**config.mk**
```make
export PLATFORM = sky130hd
export DESIGN_NAME = sap_sequencer_param_flat
export DESIGN_NICKNAME = d
export VERILOG_FILES = /design/src/rtl/sap_sequencer_param_if.sv /design/src/rtl/sap_sequencer_param.sv /design/src/flat_wrapper.sv
export SDC_FILE = /design/constraint.sdc
export NUM_CORES = 1
export LEC_CHECK = 0
export BUFFER_PORTS_ARGS = -buffer_cell sky130_fd_sc_hd__buf_4
export CORE_AREA = 2 2 39 41
export DETAILED_ROUTE_END_ITERATION = 8
export DIE_AREA = 0 0 41 43
export PLACE_DENSITY_LB_ADDON = 0.3
export REMOVE_ABC_BUFFERS = 1
export SYNTH_ARGS = -nofsm -noshare
export SYNTH_HDL_FRONTEND = slang
export SYNTH_SLANG_ARGS = --single-unit
```
**constraint.sdc**
```tcl
create_clock -name clk -period 2.5 [get_ports clk]
set_input_delay 0.125 -clock clk [delete_from_list [all_inputs] [get_ports clk]]
set_output_delay 0.125 -clock clk [all_outputs]
set_load 0.02 [all_outputs]
```
**src/rtl/sap_sequencer_param_if.sv**
```systemverilog
// sap_sequencer_param_if: opcode/flag inputs and control-word outputs of the SAP sequencer
// master = sequencer side, slave = datapath/IR side.
interface sap_sequencer_param_if #(
  parameter int OPC_W     = 4,
  parameter int ALU_SEL_W = 3,
  parameter int NUM_T     = 6
);
  logic [OPC_W-1:0]     ins_in;
  logic                 zero_flag;
  logic                 carry_flag;
  logic [NUM_T-1:0]     T;
  logic                 CP, EP, EA, j;
  logic                 Lm_n, CE_n, LI_n, EI_n, LA_n, LB_n, LO_n;
  logic [ALU_SEL_W-1:0] alu_sel;
  logic                 halted;
  modport master (
    input  ins_in, zero_flag, carry_flag,
    output T, CP, EP, EA, j, Lm_n, CE_n, LI_n, EI_n, LA_n, LB_n, LO_n, alu_sel, halted
  );
  modport slave (
    output ins_in, zero_flag, carry_flag,
    input  T, CP, EP, EA, j, Lm_n, CE_n, LI_n, EI_n, LA_n, LB_n, LO_n, alu_sel, halted
  );
endinterface

```
**src/rtl/sap_sequencer_param.sv**
```systemverilog
// sap_sequencer_param: one-hot T-state sequencer and control-word decoder for the SAP datapath
// Define SAP_EARLY_END_EN to return to T1 right after each instruction's last active execute state.
module sap_sequencer_param #(
  parameter int OPC_W     = 4,
  parameter int ALU_SEL_W = 3,
  parameter int NUM_T     = 6
) (
  input logic clk,
  input logic clr,
  sap_sequencer_param_if.master bus
);
  typedef enum logic {S_RUN, S_HALT} state_t;
  localparam logic [NUM_T-1:0] T1 = NUM_T'(1);
  state_t r_state, w_state_nxt;
  logic [NUM_T-1:0] r_t, w_t_nxt;
  logic [OPC_W-1:0] w_op;
  logic [ALU_SEL_W-1:0] w_sel;
  logic w_act, w_alu, w_lda, w_jmp, w_out, w_hlt, w_end;
  always_ff @(posedge clk) begin
    if (clr) begin
      r_state <= S_RUN;
      r_t     <= T1;
    end else begin
      r_state <= w_state_nxt;
      r_t     <= w_t_nxt;
    end
  end
  always_comb begin
    w_op  = bus.ins_in;
    w_sel = w_op == OPC_W'(0)  ? ALU_SEL_W'(1) :
            w_op == OPC_W'(1)  ? ALU_SEL_W'(2) :
            w_op == OPC_W'(2)  ? ALU_SEL_W'(3) :
            w_op == OPC_W'(3)  ? ALU_SEL_W'(4) :
            w_op == OPC_W'(6)  ? ALU_SEL_W'(5) :
            w_op == OPC_W'(7)  ? ALU_SEL_W'(6) :
            w_op == OPC_W'(8)  ? ALU_SEL_W'(7) : '0;
    w_alu = w_sel != '0;
    w_lda = w_op == OPC_W'(4);
    w_out = w_op == OPC_W'(14);
    w_hlt = w_op == OPC_W'(15);
    w_jmp = (w_op == OPC_W'(5)) | ((w_op == OPC_W'(9)) & bus.zero_flag) |
            ((w_op == OPC_W'(10)) & bus.carry_flag);
`ifdef SAP_EARLY_END_EN
    w_end = (r_t[3] & ~(w_alu | w_lda)) | (r_t[4] & w_lda) | r_t[5];
`else
    w_end = r_t[NUM_T-1];
`endif
    w_state_nxt = (r_state == S_RUN && r_t[3] && w_hlt) ? S_HALT : r_state;
    w_t_nxt     = w_state_nxt == S_HALT ? '0 : w_end ? T1 : {r_t[NUM_T-2:0], r_t[NUM_T-1]};
  end
  // strobes are gated by w_act so reset and halt force the inactive word
  always_comb begin
    w_act       = ~clr & (r_state == S_RUN);
    bus.T       = clr ? T1 : r_t;
    bus.halted  = ~clr & (r_state == S_HALT);
    bus.EP      = w_act & r_t[0];
    bus.CP      = w_act & r_t[1];
    bus.LI_n    = ~(w_act & r_t[2]);
    bus.Lm_n    = ~(w_act & (r_t[0] | (r_t[3] & (w_alu | w_lda))));
    bus.CE_n    = ~(w_act & (r_t[2] | (r_t[4] & (w_alu | w_lda))));
    bus.EI_n    = ~(w_act & r_t[3] & (w_alu | w_lda | w_jmp));
    bus.j       = w_act & r_t[3] & w_jmp;
    bus.EA      = w_act & r_t[3] & w_out;
    bus.LO_n    = ~(w_act & r_t[3] & w_out);
    bus.LB_n    = ~(w_act & r_t[4] & w_alu);
    bus.LA_n    = ~(w_act & ((r_t[4] & w_lda) | (r_t[5] & w_alu)));
    bus.alu_sel = (w_act & r_t[5] & w_alu) ? w_sel : '0;
  end
endmodule
```
**src/flat_wrapper.sv**
```systemverilog
// flat-port wrapper written by rule: the top's interface ports become plain ports
module sap_sequencer_param_flat 
#(
  parameter int OPC_W     = 4,
  parameter int ALU_SEL_W = 3,
  parameter int NUM_T     = 6
)
  (clk, clr, bus_ins_in, bus_zero_flag, bus_carry_flag, bus_T, bus_CP, bus_EP, bus_EA, bus_j, bus_Lm_n, bus_CE_n, bus_LI_n, bus_EI_n, bus_LA_n, bus_LB_n, bus_LO_n, bus_alu_sel, bus_halted);
  sap_sequencer_param_if #(.OPC_W(OPC_W), .ALU_SEL_W(ALU_SEL_W), .NUM_T(NUM_T)) bus_i ();
  input logic clk;
  input logic clr;
  input wire logic [$bits(bus_i.ins_in)-1:0] bus_ins_in;
  input wire logic [$bits(bus_i.zero_flag)-1:0] bus_zero_flag;
  input wire logic [$bits(bus_i.carry_flag)-1:0] bus_carry_flag;
  output wire logic [$bits(bus_i.T)-1:0] bus_T;
  output wire logic [$bits(bus_i.CP)-1:0] bus_CP;
  output wire logic [$bits(bus_i.EP)-1:0] bus_EP;
  output wire logic [$bits(bus_i.EA)-1:0] bus_EA;
  output wire logic [$bits(bus_i.j)-1:0] bus_j;
  output wire logic [$bits(bus_i.Lm_n)-1:0] bus_Lm_n;
  output wire logic [$bits(bus_i.CE_n)-1:0] bus_CE_n;
  output wire logic [$bits(bus_i.LI_n)-1:0] bus_LI_n;
  output wire logic [$bits(bus_i.EI_n)-1:0] bus_EI_n;
  output wire logic [$bits(bus_i.LA_n)-1:0] bus_LA_n;
  output wire logic [$bits(bus_i.LB_n)-1:0] bus_LB_n;
  output wire logic [$bits(bus_i.LO_n)-1:0] bus_LO_n;
  output wire logic [$bits(bus_i.alu_sel)-1:0] bus_alu_sel;
  output wire logic [$bits(bus_i.halted)-1:0] bus_halted;
  assign bus_i.ins_in = bus_ins_in;
  assign bus_i.zero_flag = bus_zero_flag;
  assign bus_i.carry_flag = bus_carry_flag;
  assign bus_T = bus_i.T;
  assign bus_CP = bus_i.CP;
  assign bus_EP = bus_i.EP;
  assign bus_EA = bus_i.EA;
  assign bus_j = bus_i.j;
  assign bus_Lm_n = bus_i.Lm_n;
  assign bus_CE_n = bus_i.CE_n;
  assign bus_LI_n = bus_i.LI_n;
  assign bus_EI_n = bus_i.EI_n;
  assign bus_LA_n = bus_i.LA_n;
  assign bus_LB_n = bus_i.LB_n;
  assign bus_LO_n = bus_i.LO_n;
  assign bus_alu_sel = bus_i.alu_sel;
  assign bus_halted = bus_i.halted;
  sap_sequencer_param #(.OPC_W(OPC_W), .ALU_SEL_W(ALU_SEL_W), .NUM_T(NUM_T)) u_core (.clk(clk), .clr(clr), .bus(bus_i));
endmodule
```
=== Word level (Yosys, flattened, before mapping) ===
Index checks and enable logic that the tools add are counted.

* Logic and storage cells: 70
* Input bits: 8
* Output and inout bits: 21
* Register bits: 7

* Equal/unequal tests: 12
* Reductions and logical operators: 5
* Muxes and demuxes: 12
* Bitwise operators: 38

{| class="wikitable"
|+ Operator list
! kind !! count
|-
| $mux W3 || 8
|-
| $and A1 B1 Y1 || 22
|-
| $eq A4 B4 Y1 const B || 5
|-
| $eq A4 B3 Y1 const B || 4
|-
| $not A1 Y1 || 9
|-
| $eq A4 B2 Y1 const B || 2
|-
| $or A1 B1 Y1 || 7
|-
| $mux W6 || 1
|-
| $eq A4 B1 Y1 const B || 1
|-
| $logic_not A4 Y1 || 1
|-
| $mux W1 || 3
|-
| $reduce_bool A3 Y1 || 1
|-
| $reduce_or A3 Y1 || 1
|-
| $logic_and A1 B1 Y1 || 2
|}

=== Logic depth before layout (Yosys ltp) ===
Gate-level depths: netlist (run 1).

* Word-level depth: 14
* Mapped depth: 4
* Gate-level depth less buffers: 3

=== Least setup slack after synthesis (run 1) ===
OpenSTA, ideal clock, no wires.

* Path type: register to output
* From: reg u_core.r_state
* To: out bus_alu_sel[0]
* Buffers on the path: 0
* Stages on the path, launching flop included: 4
* Data required time: 2.375 ns
* Slack: 0.648 ns
* Arrival: 1.727 ns
* Cells stage by stage: dfxtp_1 nor2_2 nand2_1 a2111oi_0

* Cells in the longest elaborated chain, start to end: 5

{| class="wikitable"
|+ RTL lines
! element !! line !! text
|-
| start, declared || sap_sequencer_param.sv:14 || <nowiki>state_t r_state, w_state_nxt;</nowiki>
|-
| start signal, assigned || sap_sequencer_param.sv:24 || <nowiki>r_state <= w_state_nxt;</nowiki>
|-
| $not A1 Y1 || sap_sequencer_param.sv:53 || <nowiki>w_act = ~clr & (r_state == S_RUN);</nowiki>
|-
| $and A1 B1 Y1 || sap_sequencer_param.sv:53 ||
|-
| $and A1 B1 Y1 (2 in a row) || sap_sequencer_param.sv:67 || <nowiki>bus.alu_sel = (w_act & r_t[5] & w_alu) ? w_sel : '0;</nowiki>
|-
| $mux W3 || sap_sequencer_param.sv:67 ||
|-
| end, declared || flat_wrapper.sv:27 || <nowiki>output wire logic [$bits(bus_i.alu_sel)-1:0] bus_alu_sel;</nowiki>
|}

No other way between the ends.

=== Worst setup path after layout (run 1) ===
Same ends and word-level chain as after synthesis.

==> results.json, run 1 <==
{
  "status": "complete, no violations",
  "synth.top_cells.by_area": "sky130_fd_sc_hd__dfxtp_1 26%, sky130_fd_sc_hd__nor2b_1 8.1%, sky130_fd_sc_hd__nor2_1 4.2%",
  "post_drt_via_cell_ratio": 5.26,
  "tritoncts": "built",
  "hold_violations": 0,
  "cap_viol_max_count": 0,
  "power-per-cell-area_nw_per_um2": 371,
  "critical_path.cell_chain": "nor2_2 -> nand2_1 -> a2111oi_0 -> buf_4",
  "slew_viol_final": 0,
  "finalNetCount": 109,
  "routedWlPerCell_um": 12.1,
  "cts.path.max_buffers": 2,
  "setup_viol_count_final": 0,
  "clock_sink_count": 7,
  "count_of_h_tree_levels_built_during_cts": 1,
  "detail_route.drc_violations": 0,
  "dp_hpwl_mm": 1.03,
  "via_count_of_the_first_global_routing_pass": 523,
  "postCtsSetupRepairBufs": 0,
  "library_cell_used_as_clock_root_buffer": "sky130_fd_sc_hd__clkbuf_4",
  "synth_common_cells": "7 x sky130_fd_sc_hd__dfxtp_1, 7 x sky130_fd_sc_hd__nor2b_1, 6 x sky130_fd_sc_hd__nor2_1, 5 x sky130_fd_sc_hd__inv_1",
  "global_route.overflow_total": 0,
  "dieHeight_um": 43,
  "insertedDiodeCount": 0,
  "sequential_to_total_area_share_from_yosys_stat": 0.260,
  "routed-via-count": 610,
  "cp_max_fo": 7,
  "crit_path_max_incr_delay_ps": 360,
  "mapped_cell_area_um2": 538,
  "antenna_found_initial": 0,
  "synthArstFlopShare": 0,
  "timing.setup.tns_ps": 0,
  "dpl_cells": 112,
  "cp-end-kind": "output pin",
  "setup.reg_to_reg.worst_slack_ps": 1540,
  "layout.filler_cells": 151,
  "std_cell_rows": 14,
  "critPathBufInv": 1,
  "max_freq_mhz": 609,
  "cts_repair_resize_count": 0,
  "synth_edf_count": 0,
  "drt_iter0_markers": 13,
  "yosys_register_bits": 7,
  "cts.reportedPaths.clkPinSlew_ps": 50,
  "whs_ps": 149,
  "synth_ff_type": "sky130_fd_sc_hd__dfxtp_1",
  "max_slew_margin": 0.744,
  "synth-warning-count": 0,
  "drt.antenna.violating_nets": 0,
  "initial_core_util": 0.389,
  "timing_worst_setup_path_type": "register to output pin",
  "crit_path_top_delay_cell": "sky130_fd_sc_hd__dfxtp_1",
  "grt_setup_unrepaired": "false",
  "post-synth-top-area-cell": "sky130_fd_sc_hd__dfxtp_1",
  "cp.required_ps": 2380,
  "timing.clock.skew_ps": 0.597,
  "clock_latency_ps": 250,
  "die_area_um2": 1760,
  "gr-usage-all-layers": 0.181,
  "hold_path_class": "primary input to register",
  "final_layout_size_suffix_gt1_frac": 0.340,
  "critical_path.top_delay_family": "flip-flops",
  "static-leakage-power_uw": 0.000353,
  "timing.critical_path.from_type": "register",
  "wirelength_mm": 1.40,
  "globalplace.congestion": 0.756,
  "final_worst_path_period_need_ps": 1640,
  "min_period_over_period": 0.656,
  "syn_inst": 73,
  "pin_count": 29,
  "synthToLayoutAreaGrowth_pct": 42.1,
  "place.port_buffers": 28,
  "timing.critical_path.arrival_ps": 1520,
  "timing_worst_slew_pin_value_ps": 383,
  "hold_buffers": 0,
  "vdd_ir_drop_max_v": 0.000241,
  "syn-mean-instance-area_um2": 7.37,
  "die_extent_in_x_um": 41,
  "cts_made_buffers": 3,
  "firstDrtPassIters": 4,
  "stdcell_count": 116,
  "yosysUniqueCellTypes": 32,
  "core_area_um2": 1380,
  "largest_net_degree_at_the_start_of_global_routing": 15,
  "global_route_wire_length_before_repair_mm": 2.19,
  "synth_top_cell_area_share": 0.260
}
==> worst paths after layout <==
check | depth (start not counted) | end | startpoint
setup / recovery | 4 | bus_alu_sel[0] | u_core.r_state$_SDFF_PP0_
hold / removal | 2 | u_core.r_state$_SDFF_PP0_ | clr
setup reg to reg | 2 | u_core.r_t[2]$_SDFF_PP0_ | u_core.r_t[3]$_SDFF_PP0_
hold reg to reg | 2 | u_core.r_t[2]$_SDFF_PP0_ | u_core.r_t[1]$_SDFF_PP0_
==> kinds of logic (layout without fill, tap and decap cells) <==
logic type      Yosys count  count (layout)  synth area share
compound gates           16              16             0.205
simple gates             40              40             0.444
buf+inv                  10              37            0.0907
flops                     7               7             0.260
==> cell type report <==
class,count,area [µm²],share of cell area
inverters,5,18.8,0.0245
repair buffers,28,210,0.275
multi-input cells,56,349,0.457
clock buffers,4,26.3,0.0344
well taps,16,20.0,0.0262
flip-flops and latches,7,140,0.183
==> per-layer routing <==
| layer | GRT usage | part of all wire | vias to the layer above |
|---|---|---|---|
| li1 | - | - | 317 |
| met1 | 0.249 | 0.45 | 266 |
| met2 | 0.256 | 0.46 | 25 |
| met3 | 0.0157 | 0.080 | 2 |
| met4 | 0.120 | 0.0057 | 0 |
| met5 | 0 | 0 | - |
==> per-stage QoR <==
| step | setup slack (ps) | util | cell area, µm² | total power, µW |
|---|---|---|---|---|
| after floorplan | 648 | - | 508 | 152 |
| after global placement | 1150 | 0.533 | 738 | 185 |
| after detailed placement | 1110 | 0.533 | 738 | 185 |
| after CTS | 826 | 0.552 | 764 | 289 |
| after global routing | 619 | 0.552 | 764 | 303 |
| final | 859 | 0.552 | 764 | 284 |
==> sequential cells by signal, summed over array words and instances, names as in the netlist <==
signal and cells:
u_core.r_t 6, u_core.r_state 1
==> power breakdown <==
part	switching (µW)	internal, µW
combinational	37.7	28.4
sequential	2.35	115
clock	39.0	60.7
==> placed cells by master, fill, tap and decap left out <==
cell,count
sky130_fd_sc_hd__clkbuf_1,1
sky130_fd_sc_hd__nand2_1,3
sky130_fd_sc_hd__buf_4,28
sky130_fd_sc_hd__o21a_1,1
sky130_fd_sc_hd__nand3_1,2
sky130_fd_sc_hd__a21o_1,1
sky130_fd_sc_hd__inv_1,5
sky130_fd_sc_hd__o22ai_1,2
sky130_fd_sc_hd__a31oi_2,1
sky130_fd_sc_hd__o21ai_0,2
sky130_fd_sc_hd__nor3b_1,3
sky130_fd_sc_hd__nor3_1,1
sky130_fd_sc_hd__nand2b_1,3
sky130_fd_sc_hd__and3_1,3
sky130_fd_sc_hd__and4_1,1
sky130_fd_sc_hd__nor2_1,6
sky130_fd_sc_hd__and4bb_1,1
sky130_fd_sc_hd__a221oi_1,1
sky130_fd_sc_hd__or2_2,1
sky130_fd_sc_hd__dfxtp_1,7
sky130_fd_sc_hd__and2_1,1
sky130_fd_sc_hd__clkbuf_4,3
sky130_fd_sc_hd__a31oi_1,3
sky130_fd_sc_hd__and3b_1,1
sky130_fd_sc_hd__nand4_1,2
sky130_fd_sc_hd__nor2b_1,7
sky130_fd_sc_hd__a21oi_1,3
sky130_fd_sc_hd__o41ai_1,1
sky130_fd_sc_hd__or2_1,1
sky130_fd_sc_hd__nor2_2,1
sky130_fd_sc_hd__or3_1,3
sky130_fd_sc_hd__a2111oi_0,1
(Power assumes the default switching activity.)
==> inputs of run 2 (changes only) <==
- CORE_AREA: 2 2 39 41 -> not set
- CORE_MARGIN: not set -> 2
- CORE_UTILIZATION: not set -> 38
- DIE_AREA: 0 0 41 43 -> not set
- clock period: 2.5 -> 1.34 ns (I/O delays scaled with it)
==> results.json, run 2 (synthesis gave the netlist of run 1 again) <==
{
  "status": "finished with violations",
  "violations": "negative setup slack",
  "core_area_um2": 1320,
  "timing.critical_path.arrival_ps": 1370,
  "largest_register": "u_core.r_t",
  "cts.path.max_buffers": 2,
  "antenna_found_initial": 0,
  "power-per-cell-area_nw_per_um2": 639,
  "dp_hpwl_mm": 1.05,
  "count_of_h_tree_levels_built_during_cts": 1,
  "layout_commonest_cell": "sky130_fd_sc_hd__buf_4",
  "final_critical_path_setup_slack_ps": -95.7,
  "synthToLayoutAreaGrowth_pct": 60.2,
  "cp_max_fo": 5,
  "slew_viol_final": 0,
  "crit_top_cell": "sky130_fd_sc_hd__buf_6",
  "final_layout_size_suffix_gt1_frac": 0.447,
  "firstDrtPassIters": 4,
  "vdd_ir_drop_max_v": 0.000397,
  "crit_path_max_incr_delay_ps": 370,
  "drt.antenna.violating_nets": 0,
  "cap_viol_max_count": 0,
  "std_cell_rows": 13,
  "timing.clock.skew_ps": 1.36,
  "crit_path_top_delay_cell": "sky130_fd_sc_hd__dfxtp_4",
  "globalplace.congestion": 0.791,
  "clock_sink_count": 7,
  "initial_core_util": 0.408,
  "drt_iter0_markers": 18,
  "tritoncts": "built",
  "post_drt_via_cell_ratio": 5.41,
  "critical_path.cell_chain": "nor2_4 -> buf_6 -> nand2_1 -> or3_1 -> buf_6",
  "global_route.overflow_total": 0,
  "timing_worst_slew_pin_value_ps": 445,
  "via_count_of_the_first_global_routing_pass": 563,
  "detail_route.drc_violations": 0,
  "clock_latency_ps": 250,
  "dp_worst_setup_slack_ps": 88.4,
  "cp.required_ps": 1270,
  "layout_common_cells": "27 x sky130_fd_sc_hd__buf_4, 7 x sky130_fd_sc_hd__nor2b_1, 6 x sky130_fd_sc_hd__nor2_1, 5 x sky130_fd_sc_hd__inv_1, 5 x sky130_fd_sc_hd__dfxtp_1",
  "largest_registers": "u_core.r_t x6, u_core.r_state x1",
  "timing_worst_setup_path_type": "register to output pin",
  "hold_violations": 0,
  "hold_buffers": 0,
  "cp-end-kind": "output pin",
  "library_cell_used_as_clock_root_buffer": "sky130_fd_sc_hd__clkbuf_4",
  "stdcell_count": 118,
  "insertedDiodeCount": 0,
  "finalNetCount": 112,
  "hold_path_class": "primary input to register",
  "grt_setup_unrepaired": "true",
  "dpl_cells": 113,
  "routed-via-count": 638,
  "routedWlPerCell_um": 12.8,
  "timing.critical_path.from_type": "register",
  "pin_count": 29,
  "static-leakage-power_uw": 0.000390,
  "gr-usage-all-layers": 0.181,
  "global_route_wire_length_before_repair_mm": 2.50,
  "die_extent_in_x_um": 41.6,
  "max_reg_flops": 6,
  "die_area_um2": 1730,
  "max_slew_margin": 0.703,
  "min_period_over_period": 1.07,
  "wirelength_mm": 1.51,
  "cts_made_buffers": 3,
  "largest_net_degree_at_the_start_of_global_routing": 15,
  "setup_viol_count_final": 4,
  "final_worst_path_period_need_ps": 1440,
  "max_freq_mhz": 697,
  "place.port_buffers": 28,
  "cts.reportedPaths.clkPinSlew_ps": 50,
  "dieHeight_um": 41.6
}
-- run 2: worst paths after layout --
check / from / end / slack (ps) / cells after the start
setup / recovery: u_core.r_state$_SDFF_PP0_ / bus_LB_n / -100 / 5
hold / removal: clr / u_core.r_state$_SDFF_PP0_ / 100 / 2
setup reg to reg: u_core.r_t[3]$_SDFF_PP0_ / u_core.r_t[2]$_SDFF_PP0_ / 400 / 2
hold reg to reg: u_core.r_t[2]$_SDFF_PP0_ / u_core.r_t[3]$_SDFF_PP0_ / 500 / 2
-- run 2: worst max-delay path, delay by kind of cell (launching register included) --
kind / cells / cell delay [ps]
simple gates: 3 / 490
flops: 1 / 370
buf+inv: 2 / 270
-- run 2: per-stage QoR --
step                 util  setup TNS, ps  hold WS, ps  area [µm²]  total power (µW)
floorplan               -           -594          139         508               283
global route        0.654           -531          119         862               585
detailed placement  0.571              0          337         752               349
global placement    0.571              0          335         752               347
finish              0.654           -257         98.0         862               551
CTS                 0.628           -326         80.4         827               548
-- run 2: layout make-up --
type	instances	area (µm²)
sequential	7	145
tap	15	18.8
clock buffer	4	26.3
inverter	5	18.8
multi-input combinational	56	405
timing repair buffer	31	248
fill	126	455
-- run 2: routing by layer --
metal / vias to the layer above / GRT usage / routed length [µm]
met4: 0 / 0.0581 / 5
li1: 321 / - / -
met5: - / 0 / 0
met2: 22 / 0.325 / 801
met3: 2 / 0.0304 / 78
met1: 293 / 0.217 / 627
-- run 2: repair_timing --
action	CTS	global route
endpoints found under the setup margin	7	7
cloned	0	0
setup buffers	1	0
pin swaps	2	2
resized for setup	11	7
endpoints found under the hold margin	0	0
-- run 2: report_power, final --
| group | internal [µW] | switching, µW |
|---|---|---|
| sequential | 213 | 4.29 |
| clock | 114 | 78.3 |
| combinational | 60.6 | 80.8 |
==> inputs of run 3 (changes only) <==
- CORE_AREA: not set -> 2 2 39 41
- CORE_MARGIN: 2 -> not set
- CORE_UTILIZATION: 38 -> not set
- CTS_BUF_LIST: not set -> sky130_fd_sc_hd__clkbuf_4
- DIE_AREA: not set -> 0 0 41 43
- clock period: 1.34 -> 1.45 ns (I/O delays scaled with it)
==> results.json, run 3 (synthesis gave the netlist of run 1 again) <==
{
  "final_worst_path_period_need_ps": 1440,
  "max_reg_flops": 6,
  "layout_commonest_cell": "sky130_fd_sc_hd__buf_4",
  "power-per-cell-area_nw_per_um2": 642,
  "largest_registers": "u_core.r_t x6, u_core.r_state x1",
  "timing_worst_setup_path_type": "register to output pin",
  "post_drt_via_cell_ratio": 5.49,
  "static-leakage-power_uw": 0.000379,
  "area.sequential_um2": 141,
  "largest_register": "u_core.r_t",
  "die_extent_in_x_um": 41,
  "dp_hpwl_mm": 1.05,
  "insertedDiodeCount": 0,
  "cts_made_buffers": 3,
  "vdd_ir_drop_max_v": 0.000436,
  "count_of_h_tree_levels_built_during_cts": 1,
  "min-delay-start": "clr",
  "setup_viol_count_final": 0,
  "layout.filler_cells": 147,
  "timing.rr.start": "u_core.r_state$_SDFF_PP0_",
  "worstHoldPathCells": 2,
  "slew_viol_final": 0,
  "crit-reg2reg-capture": "u_core.r_t[2]$_SDFF_PP0_",
  "antenna_found_initial": 0,
  "routedWlPerCell_um": 12.5,
  "multi_input_area_um2": 378,
  "tritoncts": "built",
  "die_area_um2": 1760,
  "firstDrtPassIters": 4,
  "largest_net_degree_at_the_start_of_global_routing": 15,
  "cap_viol_max_count": 0,
  "cts.path.max_buffers": 2,
  "min_period_over_period": 0.996,
  "via_count_of_the_first_global_routing_pass": 507,
  "layout_common_cells": "30 x sky130_fd_sc_hd__buf_4, 7 x sky130_fd_sc_hd__nor2b_1, 6 x sky130_fd_sc_hd__nor2_1, 6 x sky130_fd_sc_hd__dfxtp_1, 5 x sky130_fd_sc_hd__inv_1",
  "library_cell_used_as_clock_root_buffer": "sky130_fd_sc_hd__clkbuf_4",
  "place.port_buffers": 28,
  "clock_sink_count": 7,
  "routed-via-count": 653,
  "cp.required_ps": 1380,
  "pin_count": 29,
  "cp_max_fo": 5,
  "synthToLayoutAreaGrowth_pct": 53.3,
  "drt_iter0_markers": 8,
  "initial_core_util": 0.389,
  "finalNetCount": 112,
  "gr-usage-all-layers": 0.186,
  "timing_worst_slew_pin_value_ps": 416,
  "core_area_um2": 1380,
  "whs_endpoint": "u_core.r_state$_SDFF_PP0_",
  "global_route_wire_length_before_repair_mm": 2.26,
  "timing.critical_path.arrival_ps": 1370,
  "hold_path_class": "primary input to register",
  "clock_latency_ps": 260,
  "power_uw": 530,
  "dieHeight_um": 43,
  "final_layout_size_suffix_gt1_frac": 0.398,
  "max_slew_margin": 0.722,
  "status": "complete, no violations",
  "detail_route.drc_violations": 0,
  "timing.clock.skew_ps": 0.342,
  "layout.core_utilization": 0.596,
  "grt_setup_unrepaired": "true",
  "cp-end-kind": "output pin",
  "std_cell_rows": 14,
  "postCtsSetupRepairBufs": 0,
  "r2r_worst_path_depth": 3,
  "globalplace.congestion": 0.750,
  "wirelength_mm": 1.49,
  "global_route.overflow_total": 0,
  "drt.antenna.violating_nets": 0,
  "setup.reg_to_reg.worst_slack_ps": 370,
  "cts.reportedPaths.clkPinSlew_ps": 50,
  "timing.critical_path.from_type": "register",
  "hold_violations": 0,
  "max_freq_mhz": 693
}
-- run 3: changes by cell type in the layout (fill, tap and decap cells not counted), moves of 2 or more --
cell,delta
sky130_fd_sc_hd__nand2_1,+2
sky130_fd_sc_hd__buf_4,+3
sky130_fd_sc_hd__buf_6,-3
sky130_fd_sc_hd__nand2_2,-2
-- run 3: per-layer routing --
metal  wire, µm  part of all wire  track usage  vias to the layer above
li1           -                 -            -                      325
met4         15             0.010        0.100                        0
met5          0                 0            0                        -
met3        112             0.075       0.0471                        3
met1        649              0.44        0.249                      298
met2        711              0.48        0.263                       27
-- run 3: timing repair --
action / 4_1_cts / 5_1_grt
cloned: 0 / 0
endpoints found under the setup margin: 2 / 6
hold buffers: 0 / 0
pin swaps: 0 / 1
gates resized for setup: 3 / 4
-- run 3: area by class of cell --
class,count,share of cell area
Tap cell,16,0.0243
Timing Repair Buffer,31,0.287
Clock buffer,4,0.0364
Multi-Input combinational cell,56,0.458
Sequential cell,7,0.171
Inverter,5,0.0228
-- run 3: worst max-delay path, stage by stage, from the launching register on --
cell and delay (ps):
sky130_fd_sc_hd__dfxtp_2 340, sky130_fd_sc_hd__nor2_4 140, sky130_fd_sc_hd__buf_6 120, sky130_fd_sc_hd__nand2_1 40
sky130_fd_sc_hd__or3_1 300, sky130_fd_sc_hd__buf_4 160
-- run 3: power breakdown --
group | switching (µW) | internal [µW]
Clock | 79.4 | 124
Sequential | 3.47 | 199
Combinational | 71.0 | 53.0
-- run 3: metrics by stage --
step | setup WS, ps | TNS, ps | hold WS, ps | std cells | area (µm²)
floorplan | -349 | -385 | 145 | 68 | 508
global placement | 265 | 0 | 344 | 115 | 761
detailed placement | 242 | 0 | 346 | 115 | 761
CTS | -9.81 | -9.81 | 84.0 | 119 | 802
global route | -52.0 | -186 | 90.4 | 119 | 825
finish | 6.46 | 0 | 88.1 | 119 | 825
-- run 3: worst max path at each step --
stage / from / end / slack (ps) / cells after the start
CTS: u_core.r_state$_SDFF_PP0_ / bus_LB_n / -10 / 5
detailed placement: u_core.r_state$_SDFF_PP0_ / bus_alu_sel[0] / 240 / 4
global route: u_core.r_state$_SDFF_PP0_ / bus_LO_n / -50 / 4
floorplan: u_core.r_state$_SDFF_PP0_ / bus_alu_sel[0] / -350 / 3
global placement: u_core.r_state$_SDFF_PP0_ / bus_alu_sel[0] / 260 / 4
finish: u_core.r_state$_SDFF_PP0_ / bus_LB_n / 6 / 5
